==> config.mk <==
export PLATFORM = sky130hd
export DESIGN_NAME = load_store_unit
export DESIGN_NICKNAME = d
export VERILOG_FILES = /design/src/rtl/load_store_unit.sv
export SDC_FILE = /design/constraint.sdc
export NUM_CORES = 1
export LEC_CHECK = 0
export CAP_MARGIN = 20
export CORE_ASPECT_RATIO = 0.8
export CORE_UTILIZATION = 25
export CTS_BUF_LIST = sky130_fd_sc_hd__clkbuf_4
export DETAILED_ROUTE_END_ITERATION = 6
export DONT_BUFFER_PORTS = 1
export GPL_TIMING_DRIVEN = 0
export PLACE_DENSITY_LB_ADDON = 0.15
export SLEW_MARGIN = 20
export SYNTH_ARGS = -nofsm -noshare
export SYNTH_HDL_FRONTEND = slang
export SYNTH_SLANG_ARGS = --single-unit
==> constraint.sdc <==
create_clock -name clk -period 4.75 [get_ports clk]
set_input_delay 0.95 -clock clk [delete_from_list [all_inputs] [get_ports clk]]
set_output_delay 0.95 -clock clk [all_outputs]
set_load 0.02 [all_outputs]
==> src/rtl/load_store_unit.sv <==
`default_nettype none
// ============================================================================
// Module      : load_store_unit
// Description : Initiator side of the data-memory port. Accepts one RISC-V
//               load/store request (valid/ready) and sequences byte/word
//               memory accesses. Halfwords are split into two byte accesses.
//               Load data is returned zero/sign-extended with a one-cycle
//               response pulse.
// Ports       :
//   clk            - clock, all state on posedge
//   reset_n        - synchronous active-low reset
//   i_req_valid    - request present
//   o_req_ready    - unit idle and able to accept
//   i_req_write    - 1=store, 0=load
//   i_req_funct3   - 000 b, 001 h, 010 w, 100 bu, 101 hu
//   i_req_address  - byte address
//   i_req_wdata    - store data (low bits used for b/h)
//   o_resp_valid   - one-cycle completion pulse
//   o_resp_rdata   - extended load data; 0 for stores/errors
//   o_resp_err     - illegal funct3 or out-of-range access
//   o_address      - memory address
//   o_write_data   - memory write data
//   o_MemRead      - memory read strobe
//   o_MemWrite     - memory write strobe
//   o_byte         - 1=byte access, 0=word access
//   i_read_data    - memory read data (combinational)
// Revision    : 1.0 - initial release
// ============================================================================
module load_store_unit #(
    parameter int MEM_BYTES = 1024
) (
    input  logic        clk,
    input  logic        reset_n,
    input  logic        i_req_valid,
    output logic        o_req_ready,
    input  logic        i_req_write,
    input  logic [2:0]  i_req_funct3,
    input  logic [31:0] i_req_address,
    input  logic [31:0] i_req_wdata,
    output logic        o_resp_valid,
    output logic [31:0] o_resp_rdata,
    output logic        o_resp_err,
    output logic [31:0] o_address,
    output logic [31:0] o_write_data,
    output logic        o_MemRead,
    output logic        o_MemWrite,
    output logic        o_byte,
    input  logic [31:0] i_read_data
);

    typedef enum logic [1:0] {
        S_IDLE = 2'd0,
        S_ACC0 = 2'd1,
        S_ACC1 = 2'd2,
        S_RESP = 2'd3
    } state_t;

    state_t      r_state;
    logic        r_write;
    logic [2:0]  r_funct3;
    logic [31:0] r_addr;
    logic [7:0]  r_wdata_hi;   // store byte 1, only needed for halfwords
    logic [7:0]  r_b0;         // load byte 0, held across ACC1 for halfwords

    logic [2:0]  w_size;
    logic        w_f3_bad;
    logic [32:0] w_last;
    logic        w_range_bad;
    logic        w_req_word;
    logic [7:0]  w_b0;
    logic [7:0]  w_b1;
    logic [31:0] w_ext;

    assign o_req_ready = (r_state == S_IDLE) & reset_n;

    // Access size in bytes from the incoming request
    always_comb begin
        w_size = 3'd1;
        case (i_req_funct3[1:0])
            2'b00:   w_size = 3'd1;
            2'b01:   w_size = 3'd2;
            2'b10:   w_size = 3'd4;
            default: w_size = 3'd1;
        endcase
    end

    assign w_req_word = (i_req_funct3[1:0] == 2'b10);

    // Stores allow b/h/w only; loads reject 011, 110, 111
    assign w_f3_bad = i_req_write ? (i_req_funct3[2] | (i_req_funct3[1:0] == 2'b11))
                                  : ((i_req_funct3 == 3'b011) | (i_req_funct3[2:1] == 2'b11));

    // 33-bit sum so an address near 2^32 cannot wrap past the check
    assign w_last      = {1'b0, i_req_address} + {30'd0, w_size} - 33'd1;
    assign w_range_bad = (w_last >= 33'(MEM_BYTES));

    // The final access completes in the same cycle the response is formed,
    // so its byte is taken straight from the memory bus.
    assign w_b0 = (r_state == S_ACC0) ? i_read_data[7:0] : r_b0;
    assign w_b1 = i_read_data[7:0];

    always_comb begin
        w_ext = 32'd0;
        if (!r_write) begin
            case (r_funct3)
                3'b000:  w_ext = {{24{w_b0[7]}}, w_b0};
                3'b100:  w_ext = {24'd0, w_b0};
                3'b001:  w_ext = {{16{w_b1[7]}}, w_b1, w_b0};
                3'b101:  w_ext = {16'd0, w_b1, w_b0};
                3'b010:  w_ext = i_read_data;
                default: w_ext = 32'd0;
            endcase
        end
    end

    always_ff @(posedge clk) begin
        if (!reset_n) begin
            r_state      <= S_IDLE;
            r_write      <= 1'b0;
            r_funct3     <= 3'd0;
            r_addr       <= 32'd0;
            r_wdata_hi   <= 8'd0;
            r_b0         <= 8'd0;
            o_resp_valid <= 1'b0;
            o_resp_rdata <= 32'd0;
            o_resp_err   <= 1'b0;
            o_address    <= 32'd0;
            o_write_data <= 32'd0;
            o_MemRead    <= 1'b0;
            o_MemWrite   <= 1'b0;
            o_byte       <= 1'b0;
        end else begin
            case (r_state)
                S_IDLE: begin
                    o_resp_valid <= 1'b0;
                    if (i_req_valid) begin
                        r_write    <= i_req_write;
                        r_funct3   <= i_req_funct3;
                        r_addr     <= i_req_address;
                        r_wdata_hi <= i_req_wdata[15:8];
                        if (w_f3_bad | w_range_bad) begin
                            r_state      <= S_RESP;
                            o_resp_valid <= 1'b1;
                            o_resp_err   <= 1'b1;
                            o_resp_rdata <= 32'd0;
                        end else begin
                            r_state      <= S_ACC0;
                            o_address    <= i_req_address;
                            o_byte       <= ~w_req_word;
                            o_MemRead    <= ~i_req_write;
                            o_MemWrite   <= i_req_write;
                            o_write_data <= w_req_word ? i_req_wdata
                                                       : {24'd0, i_req_wdata[7:0]};
                        end
                    end
                end
                S_ACC0: begin
                    r_b0 <= i_read_data[7:0];
                    if (r_funct3[1:0] == 2'b01) begin
                        r_state      <= S_ACC1;
                        o_address    <= r_addr + 32'd1;
                        o_write_data <= {24'd0, r_wdata_hi};
                    end else begin
                        r_state      <= S_RESP;
                        o_MemRead    <= 1'b0;
                        o_MemWrite   <= 1'b0;
                        o_resp_valid <= 1'b1;
                        o_resp_err   <= 1'b0;
                        o_resp_rdata <= w_ext;
                    end
                end
                S_ACC1: begin
                    r_state      <= S_RESP;
                    o_MemRead    <= 1'b0;
                    o_MemWrite   <= 1'b0;
                    o_resp_valid <= 1'b1;
                    o_resp_err   <= 1'b0;
                    o_resp_rdata <= w_ext;
                end
                S_RESP: begin
                    r_state      <= S_IDLE;
                    o_resp_valid <= 1'b0;
                end
                default: r_state <= S_IDLE;
            endcase
        end
    end

endmodule
`default_nettype wire
==> flow_metrics.tcl <==
set metrics [dict create \
    layout.nets 1351 \
    ctsHoldBuffers 0 \
    synth_area_leader_cell "dfxtp_1" \
    min_period_ns 4.42 \
    synth_top_area_frac 0.330 \
    drt-vias-per-instance 4.85 \
    overflow 0 \
    syn_nets 1332 \
    use_met2 0.238 \
    cts_buffer_depth 2 \
    timing.rr.start "r_addr[5]" \
    initial_core_util 0.254 \
    grt_pass1_wl_um 48600 \
    cts.sinks 155 \
    ys_ff_latch 155 \
    route.detailed.drc 0 \
    setup_tns_ns 0 \
    setup_slack_ns 0.330 \
    p_leak_nw 3.83 \
    min_from "i_req_wdata[30]" \
    cts_buffers 17 \
    io_buffers 0 \
    required_ns 5.29 \
    cts_tree "yes" \
    clock_latency_ns 0.64 \
    use_met3 0.0698 \
    met1_usage 0.235 \
    root_buffer "clkbuf_4" \
    ir_drop_uv 208 \
    min_period_over_period 0.931 \
    synth_area_leaders "dfxtp_1 (33%), nand2_1 (12%), mux2i_1 (11%), ha_1 (5.7%), a21boi_0 (4.0%)" \
    holdPathStages 2 \
    critPathMaxFanout 10 \
    start_kind "primary input" \
    skew_ns 0.0362 \
    rsz0062_at_grt "false" \
    vias 8274 \
    fin_area_mm2 0.0103 \
    cts.clk_slew.worst_paths_ns 0.16 \
    maxCapViolCount 0 \
    ys_seq_area_frac 0.330 \
    slew_headroom 0.292 \
    synthCells 1185 \
    synth.avg_cell_area_um2 7.93 \
    place_area_mm2 0.0100 \
    wire_per_inst_um 18.8 \
    ys_types 60 \
    hp-class "primary input to flip-flop" \
    drtIter0Drc 584 \
    synth_ff_type "dfxtp_1" \
    cp-end-kind "flip-flop" \
    fill_cells 4106 \
    worst_slew_pin_slew_ns 1.05 \
    wirelength_um 32100 \
    die_h_um 175 \
    r2r_cells 12 \
    r2r_end "o_address[30]" \
    io_pins 205 \
    syn_area_mm2 0.00939 \
    clock.fmax_ghz 0.226 \
    rows 63 \
    grt_pass1_vias 7971 \
    r2r_slack_ns 1.36 \
    die_w_um 219 \
    setup_viol 0 \
    grt_max_degree 17 \
    synth_edf_count 0 \
    p_per_area_mw_per_mm2 427 \
    dp_slack_ns -0.472 \
    cts_max_level 4 \
    antenna_found_initial 1 \
    arrival_ns 4.96 \
    gp_routability_congestion 0.824 \
    hpwlAfterDp_um 25300 \
    busiest_layer "met2" \
    coreArea_mm2 0.0370 \
    antenna_left 0 \
    outcome "complete, no violations" \
    yosysWarnings 0 \
    grtUsageTotal 0.169 \
    holdPathEnd "o_write_data[30]" \
    dr.pass1.iters 5 \
    drive_above_1_share 0.0485 \
    crit_type "primary input to flip-flop" \
    die_area_mm2 0.0384 \
    hold_violations 0 \
    postCtsSetupBuffers 0 \
    syn2layout_area_growth_pct 9.80 \
    synthArstFlopShare 0 \
    power.total_mw 4.40 \
    drv_slew 0 \
]
==> power breakdown <==
part	switching (mW)	internal, mW	total, mW
logic	0.979	0.597	1.58
clock network	0.581	0.331	0.912
registers	0.383	1.53	1.91
total	1.94	2.46	4.40
==> how the worst max path moves through the flow <==
stage                    start             to  slack, ns  cells after the start
2_1_floorplan  i_req_funct3[0]   o_address[0]       0.52                     18
3_3_place_gp   i_req_funct3[0]  o_address[13]      -0.41                     20
3_5_place_dp   i_req_funct3[0]  o_address[14]      -0.47                     20
4_1_cts        i_req_funct3[0]  o_address[15]       0.25                     20
5_1_grt        i_req_funct3[0]  o_address[15]       0.11                     18
6_report       i_req_funct3[0]  o_address[16]       0.33                     18
==> per-stage QoR <==
step	hold WS, ns	cells	util
after floorplan	0.439	1185	-
after global placement	0.450	1672	0.270
after detailed placement	0.457	1672	0.270
after CTS	0.329	1704	0.278
after global routing	0.345	1705	0.278
final	0.429	1705	0.278
==> cells in the mapped netlist, drive strengths merged (26+ instances only) <==
library cell / count
xor2: 26
clkbuf: 62
o21ai: 67
nand2: 292
ha: 43
a21boi: 51
inv: 49
mux2i: 102
o211ai: 30
nand3: 38
dfxtp: 155
nor2: 35
a21oi: 43
==> sequential cells by signal (all words and copies together) (netlist names), 2 cells and up <==
signal,count
o_address,32
o_resp_rdata,32
o_write_data,32
r_addr,32
r_b0,8
r_funct3,3
r_state,2
r_wdata_hi,8
==> cell usage in the layout (no fill, tap or decap), types with 4 or more instances in the layout <==
master | synthesis | routed
inv_6 | 0 | 4
buf_6 | 8 | 8
dfxtp_1 | 155 | 155
o21a_1 | 10 | 10
buf_2 | 5 | 5
clkbuf_1 | 62 | 62
and3_1 | 8 | 8
nand3b_1 | 4 | 4
o2111ai_1 | 4 | 4
a21boi_0 | 50 | 50
a21o_1 | 5 | 5
a21oi_1 | 40 | 40
o211a_1 | 12 | 12
o21ai_0 | 61 | 61
nand2_1 | 292 | 292
inv_1 | 49 | 49
xor2_1 | 26 | 26
o211ai_1 | 30 | 30
and2_1 | 20 | 20
nor2_1 | 34 | 34
a22o_1 | 7 | 7
clkbuf_4 | 0 | 18
nor2b_1 | 11 | 11
nor3_1 | 12 | 12
nand4_1 | 18 | 18
ha_1 | 43 | 43
or3_1 | 6 | 6
mux2i_1 | 102 | 102
xnor2_1 | 15 | 15
o21ai_1 | 5 | 5
nand3_1 | 38 | 38
==> critical path, cell delays in order <==
cell       delay, ns
inv_1           0.06
ha_1            0.14
inv_1           0.04
ha_1            0.30
inv_1           0.05
ha_1            0.28
a211oi_1        0.30
o21ai_0         0.23
o2bb2ai_1       0.23
a21o_1          0.26
or3_1           0.37
a21oi_1         0.15
nand4_1         0.14
nor4_4          0.50
a31oi_2         0.24
nor2_8          0.25
buf_6           0.25
mux2i_1         0.20
==> logic make-up after synthesis <==
logic type	Yosys count	share of synthesized area
fa+ha+maj	44	0.0594
buf+inv	127	0.0582
flops	155	0.330
compound gates	257	0.187
simple gates	459	0.218
xor+xnor	41	0.0382
mux	102	0.109
==> layer usage <==
layer	up-vias	share of wire
met2	203	0.41
met1	3907	0.50
met5	-	0
met4	0	0.0085
li1	4146	-
met3	18	0.090
==> timing repair <==
| action | in CTS | in global routing |
|---|---|---|
| resized for setup | 0 | 1 |
| endpoints found under the setup margin | 0 | 74 |
| endpoints found under the hold margin | 0 | 0 |
==> layout make-up <==
class / count / area [um2] / area share
Buffer: 78 / 363 / 0.0352
Tap cell: 487 / 609 / 0.0591
Sequential cell: 155 / 3100 / 0.301
Clock buffer: 18 / 135 / 0.0131
Inverter: 49 / 184 / 0.0178
Clock inverter: 14 / 163 / 0.0158
Multi-Input combinational cell: 903 / 5760 / 0.558
Antenna cell: 1 / 2.50 / 0.000243
Power figures use the tool's default switching activity.
